[config.mk]
export PLATFORM = sky130hd
export DESIGN_NAME = memory_phase
export DESIGN_NICKNAME = d
export VERILOG_FILES = /design/src/rtl/memory_phase.sv
export SDC_FILE = /design/constraint.sdc
export NUM_CORES = 1
export LEC_CHECK = 0
export ABC_AREA = 1
export CAP_MARGIN = 25
export CORE_AREA = 8 8 121 123
export CTS_BUF_LIST = sky130_fd_sc_hd__clkbuf_2
export CTS_CLUSTER_DIAMETER = 200
export CTS_CLUSTER_SIZE = 12
export DETAILED_ROUTE_END_ITERATION = 8
export DIE_AREA = 0 0 129 131
export DONT_BUFFER_PORTS = 1
export GPL_ROUTABILITY_DRIVEN = 0
export PLACE_DENSITY = 0.8
export SYNTH_ARGS = -nofsm -noshare
export SYNTH_HDL_FRONTEND = slang
export SYNTH_SLANG_ARGS = --single-unit
[constraint.sdc]
create_clock -name clk -period 2.95 [get_ports clk]
set_input_delay 0.7375 -clock clk [delete_from_list [all_inputs] [get_ports clk]]
set_output_delay 0.7375 -clock clk [all_outputs]
set_load 0.01 [all_outputs]
[src/rtl/memory_phase.sv]
// memory_phase: MEM stage of the rv32im_zbb pipeline.
// Latches the EX result and runs byte/half/word loads and stores over a
// req/ack data-memory port. Retires each op with a one-cycle valid_o pulse.
// Optional feature macro: MEM_TIMEOUT_EN. When it is defined, an access that
// sees no ack for TIMEOUT_CYCLES cycles is aborted and retires with bus_err_o.
module memory_phase #(
    parameter int unsigned TIMEOUT_CYCLES = 255
) (
    input  logic        clk,
    input  logic        rst_n,
    input  logic        valid_i,
    output logic        ready_o,
    input  logic [31:0] alu_res_i,
    input  logic [31:0] store_data_i,
    input  logic [3:0]  mem_op_i,
    input  logic [4:0]  rd_i,
    input  logic        reg_write_i,
    output logic [31:0] ex_mem_o,
    output logic [31:0] mem_wb_o,
    output logic [4:0]  rd_o,
    output logic        reg_write_o,
    output logic        valid_o,
    output logic        misalign_o,
    output logic        bus_err_o,
    output logic        dmem_req_o,
    output logic        dmem_we_o,
    output logic [31:0] dmem_addr_o,
    output logic [3:0]  dmem_be_o,
    output logic [31:0] dmem_wdata_o,
    input  logic [31:0] dmem_rdata_i,
    input  logic        dmem_ack_i
);

    localparam logic [1:0] ST_IDLE   = 2'd0;
    localparam logic [1:0] ST_ACCESS = 2'd1;
    localparam logic [1:0] ST_RESP   = 2'd2;

    localparam logic [3:0] OP_LB  = 4'd1;
    localparam logic [3:0] OP_LH  = 4'd2;
    localparam logic [3:0] OP_LW  = 4'd3;
    localparam logic [3:0] OP_LBU = 4'd4;
    localparam logic [3:0] OP_LHU = 4'd5;
    localparam logic [3:0] OP_SB  = 4'd6;
    localparam logic [3:0] OP_SH  = 4'd7;
    localparam logic [3:0] OP_SW  = 4'd8;

    // Access size codes: none, byte, halfword, word
    localparam logic [1:0] SZ_NONE = 2'd0;
    localparam logic [1:0] SZ_BYTE = 2'd1;
    localparam logic [1:0] SZ_HALF = 2'd2;
    localparam logic [1:0] SZ_WORD = 2'd3;

    function automatic logic [1:0] op_size(input logic [3:0] op);
        case (op)
            OP_LB, OP_LBU, OP_SB: op_size = SZ_BYTE;
            OP_LH, OP_LHU, OP_SH: op_size = SZ_HALF;
            OP_LW, OP_SW:         op_size = SZ_WORD;
            default:              op_size = SZ_NONE;
        endcase
    endfunction

    function automatic logic op_is_store(input logic [3:0] op);
        case (op)
            OP_SB, OP_SH, OP_SW: op_is_store = 1'b1;
            default:             op_is_store = 1'b0;
        endcase
    endfunction

    function automatic logic op_is_load(input logic [3:0] op);
        case (op)
            OP_LB, OP_LH, OP_LW, OP_LBU, OP_LHU: op_is_load = 1'b1;
            default:                             op_is_load = 1'b0;
        endcase
    endfunction

    function automatic logic is_misaligned(input logic [1:0] size, input logic [1:0] a);
        case (size)
            SZ_HALF: is_misaligned = a[0];
            SZ_WORD: is_misaligned = (a != 2'b00);
            default: is_misaligned = 1'b0;
        endcase
    endfunction

    function automatic logic [3:0] byte_enables(input logic [1:0] size, input logic [1:0] a);
        case (size)
            SZ_BYTE: byte_enables = 4'b0001 << a;
            SZ_HALF: byte_enables = a[1] ? 4'b1100 : 4'b0011;
            SZ_WORD: byte_enables = 4'b1111;
            default: byte_enables = 4'b0000;
        endcase
    endfunction

    // Replicate the store value across every lane so memory picks it via be
    function automatic logic [31:0] lane_wdata(input logic [1:0] size, input logic [31:0] d);
        case (size)
            SZ_BYTE: lane_wdata = {4{d[7:0]}};
            SZ_HALF: lane_wdata = {2{d[15:0]}};
            default: lane_wdata = d;
        endcase
    endfunction

    function automatic logic [31:0] load_extract(input logic [3:0] op, input logic [1:0] a,
                                                 input logic [31:0] rdata);
        logic [7:0]  b;
        logic [15:0] h;
        case (a)
            2'd0:    b = rdata[7:0];
            2'd1:    b = rdata[15:8];
            2'd2:    b = rdata[23:16];
            2'd3:    b = rdata[31:24];
            default: b = rdata[7:0];
        endcase
        h = a[1] ? rdata[31:16] : rdata[15:0];
        case (op)
            OP_LB:   load_extract = {{24{b[7]}}, b};
            OP_LBU:  load_extract = {24'd0, b};
            OP_LH:   load_extract = {{16{h[15]}}, h};
            OP_LHU:  load_extract = {16'd0, h};
            default: load_extract = rdata;
        endcase
    endfunction

    logic [1:0] state_r;
    logic [3:0] op_r;
    logic       reg_write_lat_r;
    logic [1:0] in_size_s;
    logic       in_misalign_s;

`ifdef MEM_TIMEOUT_EN
    logic [7:0] timeout_cnt_r;
`else
    logic [7:0] unused_timeout_s;
    assign unused_timeout_s = 8'(TIMEOUT_CYCLES);
`endif

    // New ops are taken in IDLE and in the RESP retire cycle, never mid-access
    assign ready_o = rst_n & (state_r != ST_ACCESS);

    // Classify the incoming op so the accept path can branch on it
    always_comb begin
        in_size_s     = op_size(mem_op_i);
        in_misalign_s = is_misaligned(in_size_s, alu_res_i[1:0]);
    end

    // Stage state machine, bus port and retire outputs
    always_ff @(posedge clk) begin
        if (!rst_n) begin
            state_r         <= ST_IDLE;
            op_r            <= 4'd0;
            reg_write_lat_r <= 1'b0;
            ex_mem_o        <= 32'd0;
            mem_wb_o        <= 32'd0;
            rd_o            <= 5'd0;
            reg_write_o     <= 1'b0;
            valid_o         <= 1'b0;
            misalign_o      <= 1'b0;
            bus_err_o       <= 1'b0;
            dmem_req_o      <= 1'b0;
            dmem_we_o       <= 1'b0;
            dmem_addr_o     <= 32'd0;
            dmem_be_o       <= 4'd0;
            dmem_wdata_o    <= 32'd0;
`ifdef MEM_TIMEOUT_EN
            timeout_cnt_r   <= 8'd0;
`endif
        end else begin
            // Retire flags are single-cycle pulses
            valid_o     <= 1'b0;
            reg_write_o <= 1'b0;
            misalign_o  <= 1'b0;
            bus_err_o   <= 1'b0;
            case (state_r)
                ST_IDLE, ST_RESP: begin
                    state_r <= ST_IDLE;
                    if (valid_i) begin
                        ex_mem_o        <= alu_res_i;
                        rd_o            <= rd_i;
                        op_r            <= mem_op_i;
                        reg_write_lat_r <= reg_write_i;
                        if (in_size_s == SZ_NONE) begin
                            valid_o     <= 1'b1;
                            mem_wb_o    <= alu_res_i;
                            reg_write_o <= reg_write_i;
                        end else if (in_misalign_s) begin
                            valid_o    <= 1'b1;
                            misalign_o <= 1'b1;
                            mem_wb_o   <= alu_res_i;
                        end else begin
                            state_r      <= ST_ACCESS;
                            dmem_req_o   <= 1'b1;
                            dmem_we_o    <= op_is_store(mem_op_i);
                            dmem_addr_o  <= {alu_res_i[31:2], 2'b00};
                            dmem_be_o    <= byte_enables(in_size_s, alu_res_i[1:0]);
                            dmem_wdata_o <= lane_wdata(in_size_s, store_data_i);
`ifdef MEM_TIMEOUT_EN
                            timeout_cnt_r <= 8'd0;
`endif
                        end
                    end
                end
                ST_ACCESS: begin
                    if (dmem_ack_i) begin
                        dmem_req_o <= 1'b0;
                        state_r    <= ST_RESP;
                        valid_o    <= 1'b1;
                        if (op_is_load(op_r)) begin
                            mem_wb_o    <= load_extract(op_r, ex_mem_o[1:0], dmem_rdata_i);
                            reg_write_o <= reg_write_lat_r;
                        end else begin
                            mem_wb_o <= ex_mem_o;
                        end
`ifdef MEM_TIMEOUT_EN
                    end else if (timeout_cnt_r == 8'(TIMEOUT_CYCLES - 32'd1)) begin
                        // This cycle is the last one allowed without ack
                        dmem_req_o <= 1'b0;
                        state_r    <= ST_RESP;
                        valid_o    <= 1'b1;
                        bus_err_o  <= 1'b1;
                        mem_wb_o   <= ex_mem_o;
                    end else begin
                        timeout_cnt_r <= timeout_cnt_r + 8'd1;
`endif
                    end
                end
                default: begin
                    state_r    <= ST_IDLE;
                    dmem_req_o <= 1'b0;
                end
            endcase
        end
    end

endmodule

==> results.md <==
* Fin Clk Skew at 0.0266 ns
* Drt first pass iters at 5
* Final setup viols at 0
* Slew HR at 53.1%
* Maxcap violations at 0
* Comb power frac at 22.9%
* Critical path arrival at 3.16 ns
* Port bufs at 0
* Die area at 16900 µm²
* FF+latch count, synth at 147
* Final core area utilization at 59.4%
* VDD IR-drop max at 339 µV
* Worst-path clk slew at 0.22 ns
* Vias/cell at 5.40
* Mapped Avg Cell Area at 6.23 µm²
* Post-DRT Antenna Nets at 0
* WL per Instance at 17.8 µm
* Final wirelength at 24000 µm
* Fill cells at 1268
* # resized after CTS at 0
* Yosys warns at 0
* Register area at 2940 µm²
* Startpoint types: flip-flop
* Syn Std Cell Area at 7450 µm²
* Post-Synthesis Cells at 1196
* Final number of max-transition violations at 0
* Multi-input gate area at 3780 µm²
* Hold Crit Class: input pin to flip-flop
* FMAX at 395 MHz
* Leakage at 3.51 nW
* DP Cell Count at 1313
* Site Rows at 42
* Clock buffer count from CTS at 17
* Clk sink count at 147
* Final Hold Slack at 0.124 ns
* Pwr dens at 607 nW/µm²
* Final hold vios at 0
* Congestion Overflow GR at 0
* Status: finished clean
* Switching pwr at 1.72 mW
* Clk root buf: clkbuf_2
* CTS tree: yes
* Clk Latency, worst-skew pair at 0.72 ns
* Initial Utilization at 57.9%
* H-tree Lvls at 4
* Placed wire-length estimate at 17700 µm
* Core area at 12900 µm²
* Clock power frac at 24.8%
* Setup tns final at 0 ns
* Via count at 7266
* Setup Buffers After CTS at 0
* Largest net degree at the start of global routing at 89
* Worst Setup End Kind: flip-flop
* Drt drc at 0
* Pint at 2.93 mW
* Vias in the first global route at 6431
* Die height at 131 µm
* Clock tree buffer depth at 2
* DR iter-0 viols at 635
* RSZ-0062 raised after global routing: no
* Switching Fraction at 36.9%
* Ratio of final minimum period to clock period at 85.8%
* Io pins at 254
* Crit path kind: flip-flop to flip-flop
* Non-Filler Instances at 1346
* Seq pwr share at 52.3%
* Total power at 4.65 mW
* First-pass GRT wire length at 35900 µm
* Fin nets at 1268
* CTS Hold Buffers Added at 0
* Share of cells above drive strength 1 at 6.16%
* Commonest non-fill, non-tap cell in the layout: nand2_1
* Area growth syn-to-layout at 2.70%
* Most frequent cells in the layout: nand2_1, nor2_1, dfxtp_1, a21oi_1, inv_1
* Worst endpoint required time at 3.58 ns
* Post-synthesis sequential area ratio at 39.5%
* Worst Path Max Fanout at 26
* Initial antenna violation count at 0
* Slew @ Worst Pin at 0.703 ns
* GRT Util Overall at 27.8%
* Period minus WS final at 2.53 ns
* Die X at 129 µm
* Netlist cell types at 28
## sequential cells by signal, summed over array words and instances, names as in the netlist, 2 cells and up
register / count
dmem_addr_o: 30
dmem_be_o: 4
dmem_wdata_o: 32
ex_mem_o: 32
mem_wb_o: 32
op_r: 4
rd_o: 5
state_r: 2
## synth_stat cells
master / instances / share of area, %
buf_4: 6 / 0.60
a31oi_1: 4 / 0.34
inv_2: 7 / 0.35
conb_1: 1 / 0.050
buf_2: 14 / 0.94
o21ai_1: 30 / 2.0
o21ai_0: 60 / 4.0
buf_1: 4 / 0.20
nand3_2: 4 / 0.54
inv_1: 78 / 3.9
a21oi_1: 92 / 6.2
buf_6: 12 / 1.8
nor2_1: 188 / 9.5
o31ai_1: 1 / 0.10
o211ai_1: 6 / 0.60
clkinv_1: 1 / 0.050
clkbuf_1: 40 / 2.0
nand4_1: 3 / 0.25
nand2_2: 7 / 0.59
dfxtp_1: 147 / 40
o22ai_1: 1 / 0.084
ha_1: 2 / 0.34
o21ai_4: 1 / 0.22
nor2_4: 2 / 0.30
a211oi_1: 4 / 0.40
nand2_1: 434 / 22
nand3_1: 44 / 3.0
or2_2: 3 / 0.25
## final cells by class
cell class                      instances  share of cell area, %
Inverter                               86                   4.22
Clock inverter                         12                   1.75
Clock buffer                           20                   1.31
Antenna cell                            1                 0.0327
Sequential cell                       147                   38.5
Timing Repair Buffer                   15                   1.96
Tap cell                              176                   2.88
Multi-Input combinational cell        889                   49.4
## path summary, 6_finish.rpt
kind / from / end / slack, ns / cells past startpoint
hold / removal: rst_n / dmem_be_o[2] / 0.12 / 2
setup reg to reg: op_r[0] / mem_wb_o[13] / 0.42 / 10
setup / recovery: op_r[0] / mem_wb_o[13] / 0.42 / 10
hold reg to reg: state_r[0] / dmem_req_o / 0.50 / 1
## power groups by stage
stage | Combinational, mW | Sequential (mW) | Clock [mW]
finish | 1.06 | 2.43 | 1.15
detailed placement | 1.05 | 2.48 | 0
global route | 1.23 | 2.46 | 1.26
global placement | 1.03 | 2.48 | 0
floorplan | 0.898 | 2.40 | 0
CTS | 1.05 | 2.44 | 1.18
## cells by family (layout without fill, tap and decap cells)
logic type / after synthesis / in the layout / share of synthesized area, %
and+or+nand+nor: 685 / 685 / 36.2
other: 1 / 4 / 0.0503
buffers and inverters: 162 / 133 / 9.91
DFF: 147 / 147 / 39.5
AOI/OAI and AO/OA: 199 / 199 / 14.0
adders and majority gates: 2 / 2 / 0.336
## stage by stage
step                setup WS (ns)  instance area (µm²)
floorplan                   0.674                 7460
global placement            0.528                 7410
detailed placement          0.453                 7410
CTS                         0.438                 7650
global route                0.194                 7650
finish                      0.418                 7650
## per-layer routing
metal / wire length (µm) / global-route usage, %
met1: 8840 / 30.9
met2: 11000 / 45.0
met3: 3320 / 13.0
met4: 762 / 12.0
met5: 0 / 0
## worst max-delay path, cell delays in order (launching register included)
cell     delay [ns]
dfxtp_1        0.43
inv_1          0.09
nand3_1        0.10
nand2_2        0.23
nor2_4         0.41
nand2_2        0.46
or2_2          0.44
nand3_1        0.08
nand2_1        0.05
nor2_1         0.09
nor2_1         0.05
Note: power is estimated with default switching activity, not from simulation.
